**src/rtl/spi_cmd_ctrl.sv**
```systemverilog
// SPI command decoder for the contactor controller: each frame carries a command,
// an index and either write data or a slot for the single response byte.
module spi_cmd_ctrl #(
    parameter int unsigned N_CONTACTORS = 8
) (
    input  logic                        clk,
    input  logic                        rst,
    input  logic                        cs_active_i,
    input  logic                        rx_valid_i,
    input  logic [7:0]                  rx_data_i,
    output logic [7:0]                  tx_data_o,
    output logic                        tx_load_o,
    input  logic [2*N_CONTACTORS-1:0]   feedback_i,
    input  logic                        fb_timeout_i,
    output logic [N_CONTACTORS-1:0]     contactor_cmd_o,
    output logic                        shutdown_o,
    output logic                        pg_shutdown_o,
    output logic                        soft_reset_o
);

    typedef enum logic [2:0] {
        ST_IDLE      = 3'd0,
        ST_GET_IDX   = 3'd1,
        ST_GET_DATA  = 3'd2,
        ST_SEND_RESP = 3'd3,
        ST_DRAIN     = 3'd4
    } state_t;

    localparam logic [7:0] CMD_RD_CONTACTOR   = 8'h01;
    localparam logic [7:0] CMD_RD_FEEDBACK    = 8'h02;
    localparam logic [7:0] CMD_RD_STATUS      = 8'h03;
    localparam logic [7:0] CMD_RD_SHUTDOWN    = 8'h04;
    localparam logic [7:0] CMD_WR_CONTACTOR   = 8'h81;
    localparam logic [7:0] CMD_WR_CONTROL     = 8'h82;
    localparam logic [7:0] CMD_WR_SHUTDOWN    = 8'h83;
    localparam logic [7:0] CMD_WR_PG_SHUTDOWN = 8'h84;

    function automatic logic is_known_cmd(input logic [7:0] cmd);
        logic known_s;
        case (cmd)
            CMD_RD_CONTACTOR, CMD_RD_FEEDBACK, CMD_RD_STATUS, CMD_RD_SHUTDOWN,
            CMD_WR_CONTACTOR, CMD_WR_CONTROL, CMD_WR_SHUTDOWN, CMD_WR_PG_SHUTDOWN:
                known_s = 1'b1;
            default: known_s = 1'b0;
        endcase
        return known_s;
    endfunction

    function automatic logic uses_index(input logic [7:0] cmd);
        logic uses_s;
        case (cmd)
            CMD_RD_CONTACTOR, CMD_RD_FEEDBACK, CMD_WR_CONTACTOR: uses_s = 1'b1;
            default: uses_s = 1'b0;
        endcase
        return uses_s;
    endfunction

    function automatic logic idx_in_range(input logic [7:0] idx);
        return ({24'd0, idx} < N_CONTACTORS);
    endfunction

    state_t                  state_r, state_s;
    logic [7:0]              cmd_r, cmd_s;
    logic [7:0]              idx_r, idx_s;
    logic [N_CONTACTORS-1:0] contactor_cmd_r, contactor_cmd_s;
    logic                    shutdown_r, shutdown_s;
    logic                    pg_shutdown_r, pg_shutdown_s;
    logic [7:0]              tx_data_r, tx_data_s;
    logic                    tx_load_r, tx_load_s;
    logic                    soft_reset_r, soft_reset_s;
    logic                    invalid_request_r, invalid_request_s;
    logic                    fb_timeout_err_r, fb_timeout_err_s;
    logic                    wait_cs_low_r, wait_cs_low_s;
    logic                    inv_set_s;
    logic                    clr_err_s;
    logic                    rd_bit_s;
    logic [1:0]              rd_fb_s;
    logic [7:0]              rd_resp_s;

    // Response byte for a read, indexed by the byte arriving now; out-of-range picks nothing
    always_comb begin
        rd_bit_s = 1'b0;
        rd_fb_s  = 2'b00;
        for (int i = 0; i < N_CONTACTORS; i++) begin
            rd_bit_s = rd_bit_s | (contactor_cmd_r[i] & (rx_data_i == 8'(i)));
            rd_fb_s  = rd_fb_s | (feedback_i[2*i +: 2] & {2{rx_data_i == 8'(i)}});
        end
        case (cmd_r)
            CMD_RD_CONTACTOR: rd_resp_s = {7'd0, rd_bit_s};
            CMD_RD_FEEDBACK:  rd_resp_s = {6'd0, rd_fb_s};
            CMD_RD_STATUS:    rd_resp_s = {fb_timeout_err_r, invalid_request_r, 6'd0};
            CMD_RD_SHUTDOWN:  rd_resp_s = {6'd0, pg_shutdown_r, shutdown_r};
            default:          rd_resp_s = 8'h00;
        endcase
    end

    // Next-state and next-register logic of the frame decoder
    always_comb begin
        state_s         = state_r;
        cmd_s           = cmd_r;
        idx_s           = idx_r;
        contactor_cmd_s = contactor_cmd_r;
        shutdown_s      = shutdown_r;
        pg_shutdown_s   = pg_shutdown_r;
        tx_data_s       = tx_data_r;
        tx_load_s       = 1'b0;
        soft_reset_s    = 1'b0;
        inv_set_s       = 1'b0;
        clr_err_s       = 1'b0;
        wait_cs_low_s   = wait_cs_low_r & cs_active_i;
        if (!cs_active_i) begin
            state_s = ST_IDLE;
        end else begin
            case (state_r)
                ST_IDLE: begin
                    // after a reset inside a frame, the rest of that frame is ignored
                    if (rx_valid_i && !wait_cs_low_r) begin
                        if (is_known_cmd(rx_data_i)) begin
                            cmd_s   = rx_data_i;
                            state_s = ST_GET_IDX;
                        end else begin
                            inv_set_s = 1'b1;
                            state_s   = ST_DRAIN;
                        end
                    end else begin
                        state_s = ST_IDLE;
                    end
                end
                ST_GET_IDX: begin
                    if (rx_valid_i) begin
                        idx_s = rx_data_i;
                        if (cmd_r[7]) begin
                            state_s = ST_GET_DATA;
                        end else begin
                            state_s   = ST_SEND_RESP;
                            tx_load_s = 1'b1;
                            tx_data_s = rd_resp_s;
                            inv_set_s = uses_index(cmd_r) & ~idx_in_range(rx_data_i);
                        end
                    end else begin
                        state_s = ST_GET_IDX;
                    end
                end
                ST_GET_DATA: begin
                    if (rx_valid_i) begin
                        state_s = ST_DRAIN;
                        case (cmd_r)
                            CMD_WR_CONTACTOR: begin
                                if (idx_in_range(idx_r)) begin
                                    for (int i = 0; i < N_CONTACTORS; i++) begin
                                        contactor_cmd_s[i] = (idx_r == 8'(i)) ? rx_data_i[0]
                                                                              : contactor_cmd_r[i];
                                    end
                                end else begin
                                    inv_set_s = 1'b1;
                                end
                            end
                            CMD_WR_CONTROL: begin
                                soft_reset_s = rx_data_i[0];
                                clr_err_s    = rx_data_i[1];
                            end
                            CMD_WR_SHUTDOWN:    shutdown_s    = rx_data_i[0];
                            CMD_WR_PG_SHUTDOWN: pg_shutdown_s = rx_data_i[0];
                            default:            state_s       = ST_DRAIN;
                        endcase
                    end else begin
                        state_s = ST_GET_DATA;
                    end
                end
                ST_SEND_RESP: state_s = ST_DRAIN;
                ST_DRAIN:     state_s = ST_DRAIN;
                default:      state_s = ST_IDLE;
            endcase
        end
        // sticky flags: a set event in the same cycle beats a clear request
        invalid_request_s = inv_set_s | (invalid_request_r & ~clr_err_s);
        fb_timeout_err_s  = fb_timeout_i | (fb_timeout_err_r & ~clr_err_s);
    end

    // FSM state register
    always_ff @(posedge clk) begin
        if (rst) begin
            state_r <= ST_IDLE;
        end else begin
            state_r <= state_s;
        end
    end

    // Frame context, control outputs, response byte and error flags
    always_ff @(posedge clk) begin
        if (rst) begin
            cmd_r             <= 8'h00;
            idx_r             <= 8'h00;
            contactor_cmd_r   <= '0;
            shutdown_r        <= 1'b0;
            pg_shutdown_r     <= 1'b0;
            tx_data_r         <= 8'h00;
            tx_load_r         <= 1'b0;
            soft_reset_r      <= 1'b0;
            invalid_request_r <= 1'b0;
            fb_timeout_err_r  <= 1'b0;
            wait_cs_low_r     <= cs_active_i;
        end else begin
            cmd_r             <= cmd_s;
            idx_r             <= idx_s;
            contactor_cmd_r   <= contactor_cmd_s;
            shutdown_r        <= shutdown_s;
            pg_shutdown_r     <= pg_shutdown_s;
            tx_data_r         <= tx_data_s;
            tx_load_r         <= tx_load_s;
            soft_reset_r      <= soft_reset_s;
            invalid_request_r <= invalid_request_s;
            fb_timeout_err_r  <= fb_timeout_err_s;
            wait_cs_low_r     <= wait_cs_low_s;
        end
    end

    assign tx_data_o       = tx_data_r;
    assign tx_load_o       = tx_load_r;
    assign contactor_cmd_o = contactor_cmd_r;
    assign shutdown_o      = shutdown_r;
    assign pg_shutdown_o   = pg_shutdown_r;
    assign soft_reset_o    = soft_reset_r;

endmodule

```
**config.mk**
```make
export PLATFORM = sky130hd
export DESIGN_NAME = spi_cmd_ctrl
export DESIGN_NICKNAME = d
export VERILOG_FILES = /design/src/rtl/spi_cmd_ctrl.sv
export SDC_FILE = /design/constraint.sdc
export NUM_CORES = 1
export LEC_CHECK = 0
export ABC_AREA = 1
export BUFFER_PORTS_ARGS = -buffer_cell sky130_fd_sc_hd__clkbuf_2
export CORE_UTILIZATION = 48
export DETAILED_ROUTE_END_ITERATION = 7
export MAX_ROUTING_LAYER = met4
export PLACE_DENSITY_LB_ADDON = 0.05
export SLEW_MARGIN = 10
export SYNTH_ARGS = -nofsm -noshare
export SYNTH_HDL_FRONTEND = slang
export SYNTH_SLANG_ARGS = --single-unit
```
**constraint.sdc**
```tcl
create_clock -name clk -period 1.45 [get_ports clk]
set_clock_uncertainty 0.1 [all_clocks]
set_input_delay 0.3625 -clock clk [delete_from_list [all_inputs] [get_ports clk]]
set_output_delay 0.3625 -clock clk [all_outputs]
set_load 0.01 [all_outputs]
```
==> run summary <==
Synth cell types: 30
Commonest non-fill, non-tap cells in the layout: nand2_1, nor2_1, buf_4
CTS tree: built
Peak VDD IR: 0.000465 V
# port buffers: 44
Final setup vio count: 7
Initial antenna violation count: 0
MaxCap Viol Count: 0
First DRT Iteration DRCs: 103
RSZ-0062 raised after global routing: yes
Layout cell share with drive strength beyond 1: 37.4%
Worst setup path class: reg -> reg
Fin. max-slew vios: 0
R2R depth: 10
Syn. warnings: 0
Clock Tree Buf Depth: 2
Crit path cell chain: inv_2 > nand2_2 > inv_2 > nand3_2 > nor2_4 > nand3_4 > nor2_4 > nand2_1 > nor2_1 > nor2_1
Startpoint Class: register
Ant diodes: 0
Pint: 1.54 mW
CORE AREA: 4140 um^2
All-layer global routing usage: 26.6%
Starting Density: 52.0%
Sum Neg Setup Slack: -0.193 ns
Worst setup EP type: register
Largest fanout on the critical path: 4
Failing checks: negative setup slack
Pwr Total: 2.07 mW
Total CTS buffers: 5
Share of power burned in registers: 51.1%
Synth Register Bits: 38
Worst hold path class: in -> reg
Via count: 2397
Pwr dens: 696 nW/um^2
Largest net degree at the start of global routing: 20
Vias per std cell: 4.98
Final HPWL from detailed placement: 4430 um
Hold slack: 0.178 ns
Layout overhead on the synthesized area: 37.9%
CP max stage cell: dfxtp_2
Crit-path max cell delay: 0.33 ns
DR pass1 iterations: 4
GPL Wtd Cong: 0.831
Fin. Hold Viols: 0
Comb power frac: 11.4%
Switching power: 529 uW
Antenna viol nets, final: 0
Pleak: 1.51 nW
Number of top-level pins: 49
Mapped Avg Cell Area: 6.43 um^2
Max frequency: 0.668 GHz
WP buf/inv: 2
H-tree level count: 2
Core Rows: 23
Cell Area, Synth: 2150 um^2
First-pass GRT wire length: 9000 um
Vias in the first global route: 2060
Routed len/inst: 12.1 um
Final nets: 459
GRT Residual Overflow: 0
CTS Sinks: 38
R2r setup slk: -0.05 ns
Hold Path Depth: 3
DIE WIDTH: 69.0 um
Status: finished, violations left
Worst slack, placed: -0.238 ns
Req. time, crit path: 1.54 ns
Non-filler cells, final: 481
CP Depth: 10
Clk slew on worst S/H paths: 0.08 ns
Cell count after synthesis: 335
Die height: 69.0 um
Clock power share: 37.4%
DRC viols: 0
Final setup margin: -0.0470 ns
Sequential fraction of the synthesis area: 35.3%
DIE AREA: 4760 um^2
Placed cells: 472
Period utilisation layout: 103%
Total wire length: 5830 um
Crit path arrival time: 1.58 ns
Delay-heaviest family, CP: simple AND/OR/NAND/NOR gates
Sw frac: 25.6%
Commonest non-fill, non-tap cell in the layout: nand2_1
CTS Root Cell: clkbuf_8
Min Clock Period, post-route: 1.50 ns
Clock latency on the worst-skew pair: 0.29 ns
per-layer routing:
layer	up-vias	GRT usage (%)	share of wire [%]
li1	1244	-	-
met1	1080	33.0	48
met2	67	43.9	47
met3	6	4.61	4.3
met4	0	7.91	0.86
met5	-	-	0
final cells by class:
type / instances / area [um^2]
Fill cell: 375 / 1170
Inverter: 46 / 173
Clock inverter: 2 / 12.5
Sequential cell: 38 / 766
Timing Repair Buffer: 95 / 619
Tap cell: 50 / 62.6
Clock buffer: 6 / 82.6
Multi-Input combinational cell: 244 / 1250
cell usage after synthesis:
master     n  area share, %
o21ai_1    1           0.23
nor2_2     6            1.7
a31oi_1    2           0.58
inv_1     39            6.8
conb_1     1           0.17
and3_1     1           0.29
buf_1      1           0.17
buf_4      4            1.4
nor2_4     3            1.6
nand3_4    1           0.81
a31o_2     1           0.41
o21ai_2    1           0.41
buf_2      1           0.23
nand3_2    3            1.4
nand3_1   27            6.3
o21ai_0   15            3.5
a21oi_1   19            4.4
nor4_1     2           0.58
nor2_1    56            9.8
nand2_2    5            1.5
inv_2      7            1.2
nor3_1    11            2.6
buf_6      3            1.6
dfxtp_1   38             35
a211oi_1   1           0.35
nand4_1    3           0.87
clkbuf_1   1           0.17
nor3_2     4            1.9
nand2_1   77             13
nand2_4    1           0.52
path summary, 6_finish.rpt:
| check | from | end |
|---|---|---|
| setup / recovery | cmd_r[3] | contactor_cmd_o[7] |
| hold / removal | fb_timeout_i | fb_timeout_err_r |
| setup reg to reg | cmd_r[3] | contactor_cmd_o[7] |
| hold reg to reg | wait_cs_low_r | wait_cs_low_r |
power by group through the flow:
stage	combinational [mW]	sequential (mW)	clock [mW]
6_report	0.237	1.06	0.774
5_1_grt	0.259	1.06	0.826
4_1_cts	0.228	1.06	0.783
3_5_place_dp	0.225	1.08	0
3_3_place_gp	0.223	1.08	0
2_1_floorplan	0.111	1.08	0
worst min-delay path, cell delays in order:
cell and delay, ns:
clkbuf_2 0.08, a21oi_1 0.03, nor2_1 0.06
logic make-up (layout without fill, tap and decap cells):
| kind of cell | count (synthesis) | after routing | synth area share [%] |
|---|---|---|---|
| other | 1 | 4 | 0.174 |
| buffers and inverters | 56 | 149 | 11.6 |
| flip-flops | 38 | 38 | 35.3 |
| AND/OR/NAND/NOR | 200 | 200 | 43.1 |
| AO/OA/AOI/OAI | 40 | 40 | 9.87 |
timing repair:
item                                    in CTS  in global routing
pin swaps                                    7                 10
setup buffers                                1                  0
hold buffers                                 0                  0
gates resized for setup                     15                 21
endpoints found under the setup margin       9                 31
metrics by stage:
| step | utilization (%) | area, um^2 |
|---|---|---|
| finish | 71.7 | 2970 |
| global route | 71.7 | 2970 |
| CTS | 70.3 | 2910 |
| detailed placement | 66.6 | 2760 |
| global placement | 66.6 | 2760 |
| floorplan | - | 2170 |
flip-flops by register name, indices dropped and copies added, names as in the netlist:
name	cells
cmd_r	8
contactor_cmd_o	8
fb_timeout_err_r	1
idx_r	8
invalid_request_r	1
pg_shutdown_o	1
shutdown_o	1
soft_reset_o	1
state_r	3
tx_data_o	4
tx_load_o	1
wait_cs_low_r	1
Note: power is estimated with default switching activity, not from simulation.
